--- src/rtl/inst_encoder_pkg.sv ---
// -----------------------------------------------------------------------------
// inst_encoder_pkg
// Shared RV32I definitions used by the instruction encoder and the immediate
// generator: major opcode constants, the instruction format enum, the
// opcode-to-format decode and a signed-range helper for immediates.
// -----------------------------------------------------------------------------
package inst_encoder_pkg;

   localparam logic [6:0] OPC_LOAD   = 7'h03;
   localparam logic [6:0] OPC_OPIMM  = 7'h13;
   localparam logic [6:0] OPC_AUIPC  = 7'h17;
   localparam logic [6:0] OPC_STORE  = 7'h23;
   localparam logic [6:0] OPC_OP     = 7'h33;
   localparam logic [6:0] OPC_LUI    = 7'h37;
   localparam logic [6:0] OPC_BRANCH = 7'h63;
   localparam logic [6:0] OPC_JALR   = 7'h67;
   localparam logic [6:0] OPC_JAL    = 7'h6F;
   localparam logic [6:0] OPC_SYSTEM = 7'h73;

   typedef enum logic [2:0] {
      FMT_R   = 3'd0,
      FMT_I   = 3'd1,
      FMT_S   = 3'd2,
      FMT_B   = 3'd3,
      FMT_U   = 3'd4,
      FMT_J   = 3'd5,
      FMT_ILL = 3'd6
   } fmt_e;

   // Map a major opcode onto its encoding format; unknown opcodes are illegal.
   function automatic fmt_e opc_to_fmt(input logic [6:0] opc);
      fmt_e fmt;
      case (opc)
         OPC_LOAD, OPC_OPIMM, OPC_JALR, OPC_SYSTEM: fmt = FMT_I;
         OPC_STORE:                                 fmt = FMT_S;
         OPC_BRANCH:                                fmt = FMT_B;
         OPC_AUIPC, OPC_LUI:                        fmt = FMT_U;
         OPC_JAL:                                   fmt = FMT_J;
         OPC_OP:                                    fmt = FMT_R;
         default:                                   fmt = FMT_ILL;
      endcase
      return fmt;
   endfunction

   // True when v is representable as a signed value whose sign bit is v[msb],
   // i.e. bits [31:msb] are all copies of one another.
   function automatic logic fits_signed(input logic [31:0] v, input logic [4:0] msb);
      logic signed [31:0] sh;
      sh = $signed(v) >>> msb;
      return (sh == 32'sd0) || (sh == -32'sd1);
   endfunction

endpackage

--- src/rtl/inst_encoder_if.sv ---
// -----------------------------------------------------------------------------
// inst_encoder_if
// Field-bundle input stream and encoded-word output stream of the encoder.
//   master : program builder side (drives fields, in_valid, out_ready)
//   slave  : encoder side (drives in_ready, out_* and err_count)
// -----------------------------------------------------------------------------
interface inst_encoder_if #(
   parameter int ADDR_W = 14
);
   logic              in_valid;
   logic              in_ready;
   logic [6:0]        opcode;
   logic [4:0]        rd;
   logic [2:0]        funct3;
   logic [4:0]        rs1;
   logic [4:0]        rs2;
   logic [6:0]        funct7;
   logic [31:0]       imm;
   logic              out_valid;
   logic              out_ready;
   logic [31:0]       out_inst;
   logic [ADDR_W-1:0] out_addr;
   logic              out_err;
   logic [7:0]        err_count;

   modport master (
      output in_valid, opcode, rd, funct3, rs1, rs2, funct7, imm, out_ready,
      input  in_ready, out_valid, out_inst, out_addr, out_err, err_count
   );

   modport slave (
      input  in_valid, opcode, rd, funct3, rs1, rs2, funct7, imm, out_ready,
      output in_ready, out_valid, out_inst, out_addr, out_err, err_count
   );
endinterface

--- src/rtl/inst_encoder_pack.sv ---
// -----------------------------------------------------------------------------
// inst_pack
// Purely combinational: scatters instruction fields into an RV32I word and
// flags illegal opcodes or out-of-range / misaligned immediates.
//   opcode_i..imm_i : instruction fields
//   inst_o          : encoded word (0 for an illegal opcode)
//   err_o           : encoding error for this word
// -----------------------------------------------------------------------------
module inst_pack
   import inst_encoder_pkg::*;
(
   input  logic [6:0]  opcode_i,
   input  logic [4:0]  rd_i,
   input  logic [2:0]  funct3_i,
   input  logic [4:0]  rs1_i,
   input  logic [4:0]  rs2_i,
   input  logic [6:0]  funct7_i,
   input  logic [31:0] imm_i,
   output logic [31:0] inst_o,
   output logic        err_o
);

   fmt_e fmt_s;

   assign fmt_s = opc_to_fmt(opcode_i);

   // Field placement per format; the word keeps truncated immediate bits even
   // when the range check fails so the offending value is visible downstream.
   always_comb begin
      inst_o = 32'd0;
      err_o  = 1'b0;
      case (fmt_s)
         FMT_R: begin
            inst_o = {funct7_i, rs2_i, rs1_i, funct3_i, rd_i, opcode_i};
            err_o  = 1'b0;
         end
         FMT_I: begin
            inst_o = {imm_i[11:0], rs1_i, funct3_i, rd_i, opcode_i};
            err_o  = !fits_signed(imm_i, 5'd11);
         end
         FMT_S: begin
            inst_o = {imm_i[11:5], rs2_i, rs1_i, funct3_i, imm_i[4:0], opcode_i};
            err_o  = !fits_signed(imm_i, 5'd11);
         end
         FMT_B: begin
            inst_o = {imm_i[12], imm_i[10:5], rs2_i, rs1_i, funct3_i,
                      imm_i[4:1], imm_i[11], opcode_i};
            // 13-bit signed range; the even constraint caps the top at 4094
            err_o  = !fits_signed(imm_i, 5'd12) || imm_i[0];
         end
         FMT_U: begin
            inst_o = {imm_i[31:12], rd_i, opcode_i};
            err_o  = (imm_i[11:0] != 12'd0);
         end
         FMT_J: begin
            inst_o = {imm_i[20], imm_i[10:1], imm_i[11], imm_i[19:12], rd_i, opcode_i};
            err_o  = !fits_signed(imm_i, 5'd20) || imm_i[0];
         end
         FMT_ILL: begin
            inst_o = 32'd0;
            err_o  = 1'b1;
         end
         default: begin
            inst_o = 32'd0;
            err_o  = 1'b1;
         end
      endcase
   end

endmodule

--- src/rtl/inst_encoder.sv ---
// -----------------------------------------------------------------------------
// inst_encoder
// Encodes RV32I field bundles into instruction words, tags each word with its
// IMEM byte address and streams it through a one-deep valid/ready stage.
//   clk   : clock, rising edge
//   rst_n : asynchronous active-low reset
//   start : synchronous pulse; flushes the output stage, reloads the address
//           counter to BASE_ADDR and clears err_count
//   enc   : slave side of inst_encoder_if (fields in, encoded words out)
// -----------------------------------------------------------------------------
module inst_encoder
   import inst_encoder_pkg::*;
#(
   parameter int          ADDR_W    = 14,
   parameter int unsigned BASE_ADDR = 0
) (
   input  logic           clk,
   input  logic           rst_n,
   input  logic           start,
   inst_encoder_if.slave  enc
);

   localparam logic [ADDR_W-1:0] BASE_A = ADDR_W'(BASE_ADDR);
   localparam logic [ADDR_W-1:0] STEP   = ADDR_W'(4);

   logic [31:0]       pack_inst_s;
   logic              pack_err_s;
   logic              in_ready_s;
   logic              xfer_s;

   logic              out_valid_q, out_valid_d;
   logic [31:0]       out_inst_q,  out_inst_d;
   logic [ADDR_W-1:0] out_addr_q,  out_addr_d;
   logic              out_err_q,   out_err_d;
   logic [ADDR_W-1:0] next_addr_q, next_addr_d;
   logic [7:0]        err_count_q, err_count_d;

   inst_pack u_pack (
      .opcode_i (enc.opcode),
      .rd_i     (enc.rd),
      .funct3_i (enc.funct3),
      .rs1_i    (enc.rs1),
      .rs2_i    (enc.rs2),
      .funct7_i (enc.funct7),
      .imm_i    (enc.imm),
      .inst_o   (pack_inst_s),
      .err_o    (pack_err_s)
   );

   // The stage can take a word when empty or draining this cycle; start
   // blocks acceptance so the flush cannot race a new word.
   assign in_ready_s = !start && (!out_valid_q || enc.out_ready);
   assign xfer_s     = enc.in_valid && in_ready_s;

   // Next-state for the output stage, address counter and error counter.
   always_comb begin
      out_valid_d = out_valid_q;
      out_inst_d  = out_inst_q;
      out_addr_d  = out_addr_q;
      out_err_d   = out_err_q;
      next_addr_d = next_addr_q;
      err_count_d = err_count_q;
      if (start) begin
         out_valid_d = 1'b0;
         next_addr_d = BASE_A;
         err_count_d = 8'd0;
      end else if (xfer_s) begin
         out_valid_d = 1'b1;
         out_inst_d  = pack_inst_s;
         out_addr_d  = next_addr_q;
         out_err_d   = pack_err_s;
         next_addr_d = next_addr_q + STEP;
         if (pack_err_s && (err_count_q != 8'hFF)) begin
            err_count_d = err_count_q + 8'd1;
         end else begin
            err_count_d = err_count_q;
         end
      end else if (enc.out_ready) begin
         out_valid_d = 1'b0;
      end else begin
         out_valid_d = out_valid_q;
      end
   end

   // State registers; reset drops any held word immediately.
   always_ff @(posedge clk or negedge rst_n) begin
      if (!rst_n) begin
         out_valid_q <= 1'b0;
         out_inst_q  <= 32'd0;
         out_addr_q  <= BASE_A;
         out_err_q   <= 1'b0;
         next_addr_q <= BASE_A;
         err_count_q <= 8'd0;
      end else begin
         out_valid_q <= out_valid_d;
         out_inst_q  <= out_inst_d;
         out_addr_q  <= out_addr_d;
         out_err_q   <= out_err_d;
         next_addr_q <= next_addr_d;
         err_count_q <= err_count_d;
      end
   end

   assign enc.in_ready  = in_ready_s;
   assign enc.out_valid = out_valid_q;
   assign enc.out_inst  = out_inst_q;
   assign enc.out_addr  = out_addr_q;
   assign enc.out_err   = out_err_q;
   assign enc.err_count = err_count_q;

endmodule

--- src/flat_wrapper.sv ---
// flat-port wrapper written by rule: the top's interface ports become plain ports
module inst_encoder_flat import inst_encoder_pkg::*;
#(
   parameter int          ADDR_W    = 14,
   parameter int unsigned BASE_ADDR = 0
)
  (clk, rst_n, start, enc_in_valid, enc_opcode, enc_rd, enc_funct3, enc_rs1, enc_rs2, enc_funct7, enc_imm, enc_out_ready, enc_in_ready, enc_out_valid, enc_out_inst, enc_out_addr, enc_out_err, enc_err_count);
  inst_encoder_if #(.ADDR_W(ADDR_W)) enc_i ();
  input  logic clk;
  input  logic rst_n;
  input  logic start;
  input wire logic [$bits(enc_i.in_valid)-1:0] enc_in_valid;
  input wire logic [$bits(enc_i.opcode)-1:0] enc_opcode;
  input wire logic [$bits(enc_i.rd)-1:0] enc_rd;
  input wire logic [$bits(enc_i.funct3)-1:0] enc_funct3;
  input wire logic [$bits(enc_i.rs1)-1:0] enc_rs1;
  input wire logic [$bits(enc_i.rs2)-1:0] enc_rs2;
  input wire logic [$bits(enc_i.funct7)-1:0] enc_funct7;
  input wire logic [$bits(enc_i.imm)-1:0] enc_imm;
  input wire logic [$bits(enc_i.out_ready)-1:0] enc_out_ready;
  output wire logic [$bits(enc_i.in_ready)-1:0] enc_in_ready;
  output wire logic [$bits(enc_i.out_valid)-1:0] enc_out_valid;
  output wire logic [$bits(enc_i.out_inst)-1:0] enc_out_inst;
  output wire logic [$bits(enc_i.out_addr)-1:0] enc_out_addr;
  output wire logic [$bits(enc_i.out_err)-1:0] enc_out_err;
  output wire logic [$bits(enc_i.err_count)-1:0] enc_err_count;
  assign enc_i.in_valid = enc_in_valid;
  assign enc_i.opcode = enc_opcode;
  assign enc_i.rd = enc_rd;
  assign enc_i.funct3 = enc_funct3;
  assign enc_i.rs1 = enc_rs1;
  assign enc_i.rs2 = enc_rs2;
  assign enc_i.funct7 = enc_funct7;
  assign enc_i.imm = enc_imm;
  assign enc_i.out_ready = enc_out_ready;
  assign enc_in_ready = enc_i.in_ready;
  assign enc_out_valid = enc_i.out_valid;
  assign enc_out_inst = enc_i.out_inst;
  assign enc_out_addr = enc_i.out_addr;
  assign enc_out_err = enc_i.out_err;
  assign enc_err_count = enc_i.err_count;
  inst_encoder #(.ADDR_W(ADDR_W), .BASE_ADDR(BASE_ADDR)) u_core (.clk(clk), .rst_n(rst_n), .start(start), .enc(enc_i));
endmodule
--- config.mk ---
export PLATFORM = sky130hd
export DESIGN_NAME = inst_encoder_flat
export DESIGN_NICKNAME = d
export VERILOG_FILES = /design/src/rtl/inst_encoder_pkg.sv /design/src/rtl/inst_encoder_if.sv /design/src/rtl/inst_encoder_pack.sv /design/src/rtl/inst_encoder.sv /design/src/flat_wrapper.sv
export SDC_FILE = /design/constraint.sdc
export NUM_CORES = 1
export LEC_CHECK = 0
export ABC_AREA = 1
export ABC_CLOCK_PERIOD_IN_PS = 4800
export CORE_MARGIN = 4
export CORE_UTILIZATION = 30
export DETAILED_ROUTE_END_ITERATION = 16
export MAX_ROUTING_LAYER = met4
export PLACE_DENSITY_LB_ADDON = 0.15
export SYNTH_ARGS = -nofsm -noshare
export SYNTH_HDL_FRONTEND = slang
export SYNTH_SLANG_ARGS = --single-unit
--- constraint.sdc ---
create_clock -name clk -period 4.8 [get_ports clk]
set_input_delay 0.48 -clock clk [delete_from_list [all_inputs] [get_ports clk]]
set_output_delay 0.48 -clock clk [all_outputs]
set_load 0.05 [all_outputs]
==> impl_results.md <==
* Status: finished clean
* DRC viols at 0
* Vias in the first global route at 3682
* Die Footprint at 14200 sq um
* Fillers at 1197
* Power density cells at 291 nW/um^2
* CP Launch Type: input pin
* Syn Std Cell Area at 3710 sq um
* Gr usage total at 16.7%
* FP Rows at 40
* Core area at 12100 sq um
* Slew Limit Fails at 0
* Largest family of logic cells by synthesized area: simple AND/OR/NAND/NOR gates
* Worst-skew pair later-pin latency at 0.33 ns
* Clk_skew at 0.00602 ns
* Slowest CP cell: clkdlybuf4s50_1
* Final setup violation count at 0
* Combinational Power Share at 19.8%
* Hold Path Class: in -> async
* Clock Path Buffers at 2
* Final Wtd Congestion at 0.916
* Psw at 0.000460 W
* Synth Area in Simple Gates at 33.6%
* First-pass GRT wire length at 18800 um
* Reported max-cap violation count at 0
* Vias per cell at 4.63
* WP buf/inv at 4
* I/O pins at 126
* Part of the power in registers at 38.0%
* Pin count of the biggest net entering global routing at 67
* PortBufs at 123
* Iteration-0 DRC Markers at 198
* Routed wire length at 11600 um
* Clock share of power at 42.2%
* Clock sinks at 66
* Placement Setup Slack at 1.90 ns
* Post-route setup slack at 2.25 ns
* Crit Path Class: in -> reg
* ANT nets after route at 0
* Post-synthesis compound-gate area fraction at 13.8%
* H-Tree Depth at 3
* RSZ-0062 raised after global routing: no
* Total grt overflow at 0
* Die Y at 119 um
* Critical Path AT at 2.79 ns
* Hold slack final at 0.338 ns
* Total power at 0.00158 W
* Cts hold-fix bufs at 0
* Synth async-reset ratio at 100%
* Synth-to-layout area growth at 46.0%
* Cell Int Power at 0.00112 W
* Critical Path Fanout Max at 47
* Top FF cell, synth: dfrtp_1
* Number of enable flip-flop cells after synthesis at 0
* CP cell instances: clkdlybuf4s50_1 -> nor3_4 -> buf_4 -> inv_2 -> buf_4 -> nand2_1 -> o22ai_1
* Critical Path RT at 5.04 ns
* Antenna cells at 0
* Worst path top cell family by delay: buffers and inverters
* Worst Setup End Kind: register
* Hold Vio Cnt, Final at 0
* Sw Ratio at 29.2%
* Antenna violations before repair at 0
* Post-CTS Resized at 0
* Slew margin rel. at 43.2%
* Root buffer cell: clkbuf_16
* Effective utilization at floorplan at 30.7%
* Part of the cycle the worst path needs at 53.2%
* Minimum clock period at 2.55 ns
* Crit path largest cell delay at 0.64 ns
* Synth Area in XOR/XNOR at 1.42%
* Unique cell type count in the Yosys netlist at 41
* Syn avg cell area at 7.43 sq um
* Synth Area in Adders at 0.675%
* Cell mode on critical path: buf_4
* Post-synthesis sequential area ratio at 44.5%
* Gate count after technology mapping at 499
* Layout Nets at 694
* Setup bufs post-CTS at 0
* CTS tree: yes
* FMAX at 392 MHz
* Cts bufs inserted at 9
* Setup TNS at 0 ns
* Final Util at 44.9%
* DR vias at 3682
* Worst-margin pin slew at 0.851 ns
* Clk pin slew, worst setup/hold paths at 0.06 ns
* LEAKAGE at 2.43 nW
* Proportion of synthesized area in mux cells at 0%
* #FFs+latches synth at 66
* Die width at 119 um
* VDD IR max at 0.147 mV
* Synth warn at 0
* Drt wl/cell at 14.5 um
* First-pass DRT Iterations at 5
* Share of layout cells above drive strength 1 at 7.64%
* Hpwl dp at 8690 um
==> cells by family (layout without fill, tap and decap cells) <==
logic type / after synthesis / in the layout
AOI/OAI and AO/OA: 88 / 88
xor gates and xnor gates: 6 / 6
adders and majority gates: 2 / 2
buffers and inverters: 54 / 182
DFF: 66 / 66
other: 1 / 2
and+or+nand+nor: 282 / 282
==> synthesized netlist by cell type, drive strengths merged, types with 3 or more instances <==
master	count	area, sq um
nand3	29	168
nor4	3	33.8
a2bb2oi	3	26.3
o31ai	11	82.6
a21oi	14	70.1
xor2	6	52.6
inv	39	151
clkbuf	11	41.3
nand2	157	612
nor3	7	51.3
buf	3	20.0
o21ai	45	225
a31oi	4	25.0
a21o	4	30.0
nor2	82	354
dfrtp	66	1650
==> metal layers <==
| metal | up-vias | track usage, % | wire length (um) |
|---|---|---|---|
| met3 | 10 | 3.04 | 627 |
| li1 | 1871 | - | - |
| met4 | 0 | 4.49 | 161 |
| met1 | 1696 | 23.7 | 5670 |
| met5 | - | - | 0 |
| met2 | 105 | 24.7 | 5090 |
==> path summary, 6_finish.rpt <==
path                                    startpoint                       to  slack (ns)  cells past startpoint
max                                          start   u_core.next_addr_q[10]        2.25                      7
min                                          rst_n   u_core.enc.out_addr[8]        0.34                      2
max reg2reg                   u_core.enc.out_valid   u_core.next_addr_q[10]        2.47                      8
min reg2reg                u_core.enc.out_inst[14]  u_core.enc.out_inst[14]        0.48                      2
max in group asynchronous                    rst_n  u_core.enc.out_inst[11]        3.90                      2
min in group clk           u_core.enc.out_inst[14]  u_core.enc.out_inst[14]        0.48                      2
==> layout make-up <==
cell class	count	area (sq um)	share of cell area [%]
flip-flops and latches	66	1650	30.5
clock buffers	10	239	4.42
inverters	40	155	2.87
well taps	168	210	3.88
clock inverters	6	65.1	1.20
multi-input cells	380	1840	34.0
repair buffers	126	1250	23.1
==> placed cells by master (no fill, tap or decap), drive strengths merged, types with 6 or more instances in the layout <==
cell           instances
nand2                157
clkdlybuf4s50        122
nor2                  82
dfrtp                 66
o21ai                 45
inv                   40
nand3                 29
a21oi                 14
o31ai                 11
clkbuf                10
nor3                   7
xor2                   6
==> metrics by stage <==
step	cell area (sq um)	instances
2_1_floorplan	3710	500
3_3_place_gp	5110	780
3_5_place_dp	5110	780
4_1_cts	5410	796
5_1_grt	5410	796
6_report	5410	796
==> power groups by stage <==
stage,Sequential [W],Combinational (W),Clock (W)
2_1_floorplan,0.000684,0.0000854,0
5_1_grt,0.000602,0.000337,0.000706
6_report,0.000599,0.000312,0.000664
3_3_place_gp,0.000609,0.000312,0
4_1_cts,0.000600,0.000315,0.000681
3_5_place_dp,0.000609,0.000314,0
==> sequential cells by signal, summed over array words and instances, names as in the netlist <==
register,cells
u_core.enc.out_err,1
u_core.enc.out_valid,1
u_core.next_addr_q,12
u_core.enc.out_addr,12
u_core.enc.out_inst,32
u_core.enc.err_count,8
No activity file was read; power rests on OpenSTA's default activity.
